[src/rtl/alu_arbiter_ctrl.sv]
`default_nettype none
// ============================================================================
// Module   : alu_arbiter_ctrl
// Purpose  : Two-requester round-robin front end for a set of ALU units.
//            Accepts one command, issues it to a single unit for one cycle,
//            waits up to three cycles for the unit flag (else flags a
//            timeout), then holds the response until the consumer takes it.
// Revision : 1.0 - initial release
// ============================================================================
module alu_arbiter_ctrl #(
  parameter int IN_DATA_WIDTH = 16,
  parameter int OUT_WIDTH     = 16
) (
  input  logic                       CLK,
  input  logic                       rst,
  input  logic [1:0]                 REQ_VALID,
  input  logic [2*IN_DATA_WIDTH-1:0] REQ_A,
  input  logic [2*IN_DATA_WIDTH-1:0] REQ_B,
  input  logic [7:0]                 REQ_FUN,
  output logic [1:0]                 REQ_READY,
  output logic [IN_DATA_WIDTH-1:0]   A,
  output logic [IN_DATA_WIDTH-1:0]   B,
  output logic [1:0]                 ALU_FUN,
  output logic                       ARITH_Enable,
  output logic                       LOGIC_Enable,
  output logic                       CMP_Enable,
  output logic                       SHIFT_Enable,
  input  logic [OUT_WIDTH-1:0]       ALU_OUT,
  input  logic                       UNIT_FLAG,
  output logic                       RSP_VALID,
  input  logic                       RSP_READY,
  output logic                       RSP_ID,
  output logic [OUT_WIDTH-1:0]       RSP_DATA,
  output logic                       RSP_ERR,
  output logic                       BUSY
);

  typedef enum logic [1:0] {
    S_IDLE  = 2'd0,
    S_ISSUE = 2'd1,
    S_WAIT  = 2'd2,
    S_RESP  = 2'd3
  } state_t;

  // Number of flag-less WAIT cycles before a timeout, minus one.
  localparam logic [1:0] C_WAIT_LAST = 2'd2;

  state_t                     state_q, state_d;
  logic                       last_gnt_q, last_gnt_d;
  logic [IN_DATA_WIDTH-1:0]   a_q, a_d;
  logic [IN_DATA_WIDTH-1:0]   b_q, b_d;
  logic [3:0]                 fun_q, fun_d;
  logic                       id_q, id_d;
  logic [OUT_WIDTH-1:0]       data_q, data_d;
  logic                       err_q, err_d;
  logic [1:0]                 cnt_q, cnt_d;

  logic                       gnt;
  logic                       accept;

  // Round-robin pick: on contention the requester that did not win last time
  // goes next; otherwise whichever requester is valid.
  always_comb begin
    gnt = (&REQ_VALID) ? ~last_gnt_q : ~REQ_VALID[0];
    // Ready is withheld while reset is asserted so nothing is accepted then.
    REQ_READY = {2{rst && (state_q == S_IDLE)}} & REQ_VALID
              & (gnt ? 2'b10 : 2'b01);
    accept    = |REQ_READY;
  end

  // State register and datapath registers, cleared asynchronously.
  always_ff @(posedge CLK or negedge rst) begin
    if (!rst) begin
      state_q    <= S_IDLE;
      last_gnt_q <= 1'b1;
      a_q        <= '0;
      b_q        <= '0;
      fun_q      <= '0;
      id_q       <= 1'b0;
      data_q     <= '0;
      err_q      <= 1'b0;
      cnt_q      <= '0;
    end else begin
      state_q    <= state_d;
      last_gnt_q <= last_gnt_d;
      a_q        <= a_d;
      b_q        <= b_d;
      fun_q      <= fun_d;
      id_q       <= id_d;
      data_q     <= data_d;
      err_q      <= err_d;
      cnt_q      <= cnt_d;
    end
  end

  // Next-state logic: capture on accept, one issue cycle, bounded wait, hold.
  always_comb begin
    state_d    = state_q;
    last_gnt_d = last_gnt_q;
    a_d        = a_q;
    b_d        = b_q;
    fun_d      = fun_q;
    id_d       = id_q;
    data_d     = data_q;
    err_d      = err_q;
    cnt_d      = cnt_q;
    case (state_q)
      S_IDLE: begin
        if (accept) begin
          a_d     = gnt ? REQ_A[2*IN_DATA_WIDTH-1:IN_DATA_WIDTH]
                        : REQ_A[IN_DATA_WIDTH-1:0];
          b_d     = gnt ? REQ_B[2*IN_DATA_WIDTH-1:IN_DATA_WIDTH]
                        : REQ_B[IN_DATA_WIDTH-1:0];
          fun_d   = gnt ? REQ_FUN[7:4] : REQ_FUN[3:0];
          id_d    = gnt;
          state_d = S_ISSUE;
        end
      end
      S_ISSUE: begin
        cnt_d   = '0;
        state_d = S_WAIT;
      end
      S_WAIT: begin
        if (UNIT_FLAG) begin
          data_d  = ALU_OUT;
          err_d   = 1'b0;
          state_d = S_RESP;
        end else if (cnt_q == C_WAIT_LAST) begin
          data_d  = '0;
          err_d   = 1'b1;
          state_d = S_RESP;
        end else begin
          cnt_d = cnt_q + 2'd1;
        end
      end
      S_RESP: begin
        if (RSP_READY) begin
          last_gnt_d = id_q;
          state_d    = S_IDLE;
        end
      end
      default: state_d = S_IDLE;
    endcase
  end

  // Unit enables: exactly one, and only during the issue cycle.
  always_comb begin
    ARITH_Enable = 1'b0;
    LOGIC_Enable = 1'b0;
    CMP_Enable   = 1'b0;
    SHIFT_Enable = 1'b0;
    if (state_q == S_ISSUE) begin
      case (fun_q[3:2])
        2'b00:   ARITH_Enable = 1'b1;
        2'b01:   LOGIC_Enable = 1'b1;
        2'b10:   CMP_Enable   = 1'b1;
        default: SHIFT_Enable = 1'b1;
      endcase
    end
  end

  assign A         = a_q;
  assign B         = b_q;
  assign ALU_FUN   = fun_q[1:0];
  assign RSP_VALID = (state_q == S_RESP);
  assign RSP_ID    = id_q;
  assign RSP_DATA  = data_q;
  assign RSP_ERR   = err_q;
  assign BUSY      = (state_q != S_IDLE);

endmodule
`default_nettype wire

[config.mk]
export PLATFORM = sky130hd
export DESIGN_NAME = alu_arbiter_ctrl
export DESIGN_NICKNAME = d
export VERILOG_FILES = /design/src/rtl/alu_arbiter_ctrl.sv
export SDC_FILE = /design/constraint.sdc
export NUM_CORES = 1
export LEC_CHECK = 0
export CORE_MARGIN = 2
export CORE_UTILIZATION = 42
export DETAILED_ROUTE_END_ITERATION = 8
export GPL_TIMING_DRIVEN = 0
export PLACE_DENSITY = 0.95
export SLEW_MARGIN = 40
export SYNTH_ARGS = -nofsm -noshare
export SYNTH_HDL_FRONTEND = slang
export SYNTH_SLANG_ARGS = --single-unit
export TNS_END_PERCENT = 1
[constraint.sdc]
create_clock -name CLK -period 4.96 [get_ports CLK]
set_input_delay 0.992 -clock CLK [delete_from_list [all_inputs] [get_ports CLK]]
set_output_delay 0.992 -clock CLK [all_outputs]
set_load 0.01 [all_outputs]
==> flow_summary.toml, run 1 <==
[yosys]
synth_nets = 357
synth_area_leader_cell = "dfrtp_1"
synth_top_area_share_pct = 51.49
synth_cell_types = 32
ys_seq_area_share_pct = 52.42
ys_seq_elements = 59
syn-mean-instance-area_um2 = 10.97
syn_inst = 257
synth.area.top_cells = "dfrtp_1, a2bb2oi_1, a31oi_1"
yosysMostFrequentCell = "dfrtp_1"
synth_edf_count = 0
syn-cell-area_mm2 = 0.002819
ys_warn_count = 0
ys_async_sr_fraction_pct = 100.0
synth_top_cells_by_count = "dfrtp_1, a2bb2oi_1, a31oi_1"
synthFlopType = "dfrtp_1"

[cts]
cts-root-buf = "clkbuf_8"
insertion_delay_ns = 0.33
cts_tree = "yes"
clk_pin_slew_ns = 0.07
hold_buffers = 0
cts_sinks = 59
cts-buffers-inserted = 9
cts_max_level = 3
cts_buffer_depth = 2
cts_setup_buffers = 0
post_cts_resized = 0

[run]
cap_viol_max_count = 0

[critical_path]
worstPathArrival_ns = 2.65
worstReg2RegStart = "state_q[0]"
cp-start-kind = "input port"
startpoint = "REQ_VALID[1]"
r2r-end = "B[2]"
worst-endpoint-required_ns = 3.97
worst-r2r-setup-slack_ns = 3.09
end_kind = "output pin"
crit_type = "input port to output pin"
r2r_cells = 6
cp_max_fo = 10
endpoint = "REQ_READY[1]"

[floorplanning]
io_pins = 154
die_w_um = 85.93
initial_core_util_pct = 43.89
rows = 29
core_area_mm2 = 0.006422
die_area_mm2 = 0.007383
fp.dieH_um = 85.93

[route]
ant_nets = 0
routed_via_density = 5.706
first_pass_iters = 5
route.detailed.drc = 0
totalWireLength_um = 9224
wl_per_cell_um = 18.30
drtIter0Drc = 99
vias = 2876

[placed_design]
place_hpwl_um = 6793
placed_area_mm2 = 0.004464
place_congestion = 0.8004
io_buffers = 153
place_ws_ns = 1.299

[sta]
grt_setup_unrepaired = "no"
fin_crit_sh_pct = 73.49
max_slew_margin_pct = 67.93
tightest_slew_ns = 0.4779
slew_viol_final = 0
setup_violations = 0
final_hold_viol_count = 0
layout_min_cycle_time_ns = 3.645
fmaxAchievable_mhz = 274.4
layout_setup_ws_ns = 1.315
clock_skew_ns = 0.004147

[layout]
drive_gt1_share_pct = 10.54
layout.nets = 522
fillCellCount = 446
area.growth.synth_to_final_pct = 66.44
antenna_cells = 0
final_cell_area_mm2 = 0.004692

[global_routing]
antenna_found_initial = 0
track_usage_pct = 25.50
grt_pass1_wl_um = 14590
grt_overflow_total = 0
grt_max_degree = 34
grt_pass1_vias = 3059

[power]
power_density_mw_per_mm2 = 569.6
vdd_drop_max_v = 0.0003599
p_leak_uw = 0.001962

[run_status]
run_status = "finished clean"

[worst_hold_path]
min_path_type = "flip-flop to flip-flop"
## report_power, final
group	switching, uW	internal [uW]	total (uW)
registers	154	720	874
clock network	192	310	502
logic	537	760	1300
total	883	1790	2670
## per-stage QoR
step | hold WS, ns | std cells | util (%) | TNS, ns | total power (uW)
finish | 0.5088 | 504 | 73.06 | 0 | 2673
global route | 0.5150 | 504 | 73.06 | 0 | 2822
CTS | 0.5042 | 504 | 73.06 | 0 | 2689
detailed placement | 0.4801 | 488 | 69.51 | 0 | 2172
global placement | 0.4790 | 487 | 69.24 | -0.8609 | 2115
floorplan | 0.4852 | 257 | - | 0 | 1483
## how the worst min path moves through the flow
stage | start | endpoint | slack [ns] | depth (start not counted)
global placement | RSP_ERR | RSP_ERR | 0.48 | 2
detailed placement | RSP_DATA[12] | RSP_DATA[12] | 0.48 | 1
global route | RSP_DATA[5] | RSP_DATA[5] | 0.52 | 1
floorplan | cnt_q[1] | cnt_q[1] | 0.49 | 1
CTS | RSP_DATA[12] | RSP_DATA[12] | 0.50 | 1
finish | RSP_DATA[12] | RSP_DATA[12] | 0.51 | 1
## area by class of cell
type / instances / area (um^2) / area share [%]
Timing Repair Buffer: 154 / 1549 / 33.01
Clock inverter: 4 / 72.57 / 1.547
Inverter: 5 / 18.77 / 0.4000
Tap cell: 77 / 96.34 / 2.053
Clock buffer: 12 / 155.1 / 3.307
Buffer: 27 / 145.1 / 3.093
Multi-Input combinational cell: 166 / 1177 / 25.09
Sequential cell: 59 / 1478 / 31.49
## layer usage
metal / routed length, um / global-route usage, % / up-vias
met4: 140 / 6.205 / 0
met3: 875 / 9.143 / 16
met1: 3564 / 29.13 / 1374
li1: - / - / 1325
met5: 0 / 0 / -
met2: 4644 / 45.38 / 161
## logic make-up (layout without fill, tap and decap cells)
| logic type | Yosys count | in the layout | synth area share (%) |
|---|---|---|---|
| AO/OA/AOI/OAI | 136 | 136 | 33.87 |
| flip-flops | 59 | 59 | 52.42 |
| buffers and inverters | 32 | 202 | 5.815 |
| AND/OR/NAND/NOR | 21 | 21 | 4.128 |
| adder cells (fa/ha/maj) | 6 | 6 | 2.663 |
| multiplexers | 2 | 2 | 0.7989 |
| XOR/XNOR | 1 | 1 | 0.3108 |
## state kept, by name, summed over array words and instances, names as in the netlist
register and flops:
RSP_DATA 16, B 16, RSP_ERR 1, cnt_q 2, RSP_ID 1, state_q 2, A 16, fun_q 4
last_gnt_q 1
## cell usage in the layout, fill, tap and decap left out, types with 2 or more instances in the layout
cell,count
inv_1,5
a2bb2oi_1,37
nor2_1,7
a31oi_1,36
buf_4,8
bufinv_16,2
ha_1,6
a21oi_1,2
o21ai_1,11
buf_2,14
o21ai_0,28
nand2_1,3
mux2_2,2
clkdlybuf4s50_1,152
clkbuf_1,7
dfrtp_1,58
a22o_1,17
nor2b_1,2
clkbuf_8,11
## worst max-delay path, stage by stage
cell and delay, ns:
clkdlybuf4s50_1 0.57, nand2b_1 0.08, buf_4 0.18, nand2_1 0.11, and4_1 0.19, clkdlybuf4s50_1 0.53
(Power assumes the default switching activity.)
==> run 2: changes to the inputs <==
- CORE_UTILIZATION: 42 -> 39
- PLACE_DENSITY: 0.95 -> 0.9
- clock period: 4.96 -> 3.4 ns (I/O delays scaled with it)
==> run 2 against run 1 <==
Net effect: setup slack worse by 0.97 ns; sequential power up 46%; combinational power up 45%; count of clock-buffer cells in the layout fell by 1.
==> flow_summary.toml, run 2 (synthesis results as in run 1) <==
[global_routing]
grt_pass1_vias = 2799
antenna_found_initial = 0
grt_max_degree = 33
grt_overflow_total = 0
track_usage_pct = 22.09
grt_pass1_wl_um = 13350

[critical_path]
worstPathArrival_ns = 2.37
end_kind = "output pin"
crit_type = "input port to output pin"
path_buf_inv = 3
cp_common_cell = "clkdlybuf4s50_1"
cp_slowest_cell = "clkdlybuf4s50_1"
worst-r2r-setup-slack_ns = 1.53
cpPeakStageDelay_ns = 0.59
path_cells = "clkdlybuf4s50_1 > nand2b_1 > buf_4 > nand2_1 > and4_1 > clkdlybuf4s50_1"
path_delay_family = "buffers and inverters"
cp-start-kind = "input port"
cp_max_fo = 10
worst-endpoint-required_ns = 2.72

[layout]
fillCellCount = 554
final_cell_mix = "clkdlybuf4s50_1, dfrtp_1, a2bb2oi_1"
multi_input_area_mm2 = 0.001177
antenna_cells = 0
drive_gt1_share_pct = 10.54
area.growth.synth_to_final_pct = 67.78
layout_commonest_cell = "clkdlybuf4s50_1"
final_cell_area_mm2 = 0.004730
seq_area_mm2 = 0.001478
layout.nets = 522

[placed_design]
place_congestion = 0.7984
io_buffers = 153
placed_area_mm2 = 0.004488
place_hpwl_um = 6610

[sta]
slew_viol_final = 0
clock_skew_ns = 0.01185
layout_min_cycle_time_ns = 3.051
fmaxAchievable_mhz = 327.7
max_slew_margin_pct = 67.26
setup_tns_ns = 0
tightest_slew_ns = 0.4878
setup_violations = 0
grt_setup_unrepaired = "no"
fin_crit_sh_pct = 89.74
final_hold_viol_count = 0

[floorplanning]
fp.dieH_um = 89.02
io_pins = 154
core_area_mm2 = 0.006907
die_area_mm2 = 0.007925
die_w_um = 89.02
rows = 30
initial_core_util_pct = 40.82

[cts]
insertion_delay_ns = 0.33
hold_buffers = 0
cts_buffer_depth = 2
cts-buffers-inserted = 9
clk_pin_slew_ns = 0.07
cts-root-buf = "clkbuf_8"
post_cts_resized = 0
cts_tree = "yes"
cts_max_level = 3
cts_sinks = 59
cts_setup_buffers = 0

[run]
cap_viol_max_count = 0

[run_status]
run_status = "finished clean"

[power]
clkPwrFrac_pct = 19.7
comb_power_share_pct = 47.8
power_density_mw_per_mm2 = 831.9
netSwitchingPower_uw = 1273
vdd_drop_max_v = 0.0003689
switching_share_pct = 32.34
p_seq_share_pct = 32.5
intPower_uw = 2662
p_leak_uw = 0.001973

[route]
totalWireLength_um = 9023
vias = 2863
route.detailed.drc = 0
routed_via_density = 5.474
wl_per_cell_um = 17.25
ant_nets = 0
first_pass_iters = 4
drtIter0Drc = 136

[worst_hold_path]
min_path_type = "input port to asynchronous set/reset pin"
-- run 2: changes by cell type in the layout (fill, tap and decap cells not counted) --
cell	change
bufinv_16	+1
clkbuf_8	-1
clkinv_2	+1
clkinvlp_4	-1
-- run 2: area by class of cell --
type                    instances  share of cell area (%)
well taps                      96                   2.540
flip-flops and latches         59                   31.24
repair buffers                154                   32.75
inverters                       5                  0.3968
clock inverters                 5                   2.116
clock buffers                  11                   2.989
plain buffers                  27                   3.069
multi-input cells             166                   24.89
-- run 2: routing by layer --
layer	GRT usage (%)	share of wire, %	up-vias
met5	0	0	-
met1	28.66	41	1369
met2	35.07	47	148
met4	7.598	2.0	0
li1	-	-	1327
met3	7.202	10	19
-- run 2: final timing paths --
path	startpoint	to	cells past startpoint
setup / recovery	REQ_VALID[1]	REQ_READY[1]	6
max in group asynchronous	rst	last_gnt_q	2
setup reg to reg	state_q[0]	A[6]	6
hold reg to reg	RSP_DATA[8]	RSP_DATA[8]	1
min in group CLK	RSP_DATA[8]	RSP_DATA[8]	1
hold / removal	rst	B[3]	1
-- run 2: power groups by stage --
stage	logic (uW)	clock network (uW)	registers [uW]
final	1880	776	1280
after global placement	1830	0	1260
after detailed placement	1890	0	1280
after CTS	1900	789	1280
after global routing	2020	819	1310
after floorplan	790	0	1370
-- run 2: stage by stage --
| step | hold WS [ns] | power, uW | setup WS, ns | std cells | utilization, % |
|---|---|---|---|---|---|
| detailed placement | 0.4816 | 3171 | 0.3512 | 507 | 64.98 |
| global route | 0.2968 | 4155 | 0.2863 | 523 | 68.48 |
| finish | 0.2804 | 3935 | 0.3488 | 523 | 68.48 |
| CTS | 0.2872 | 3962 | 0.3503 | 523 | 68.48 |
| floorplan | 0.3844 | 2163 | 1.524 | 257 | - |
| global placement | 0.4815 | 3093 | -1.409 | 506 | 64.73 |
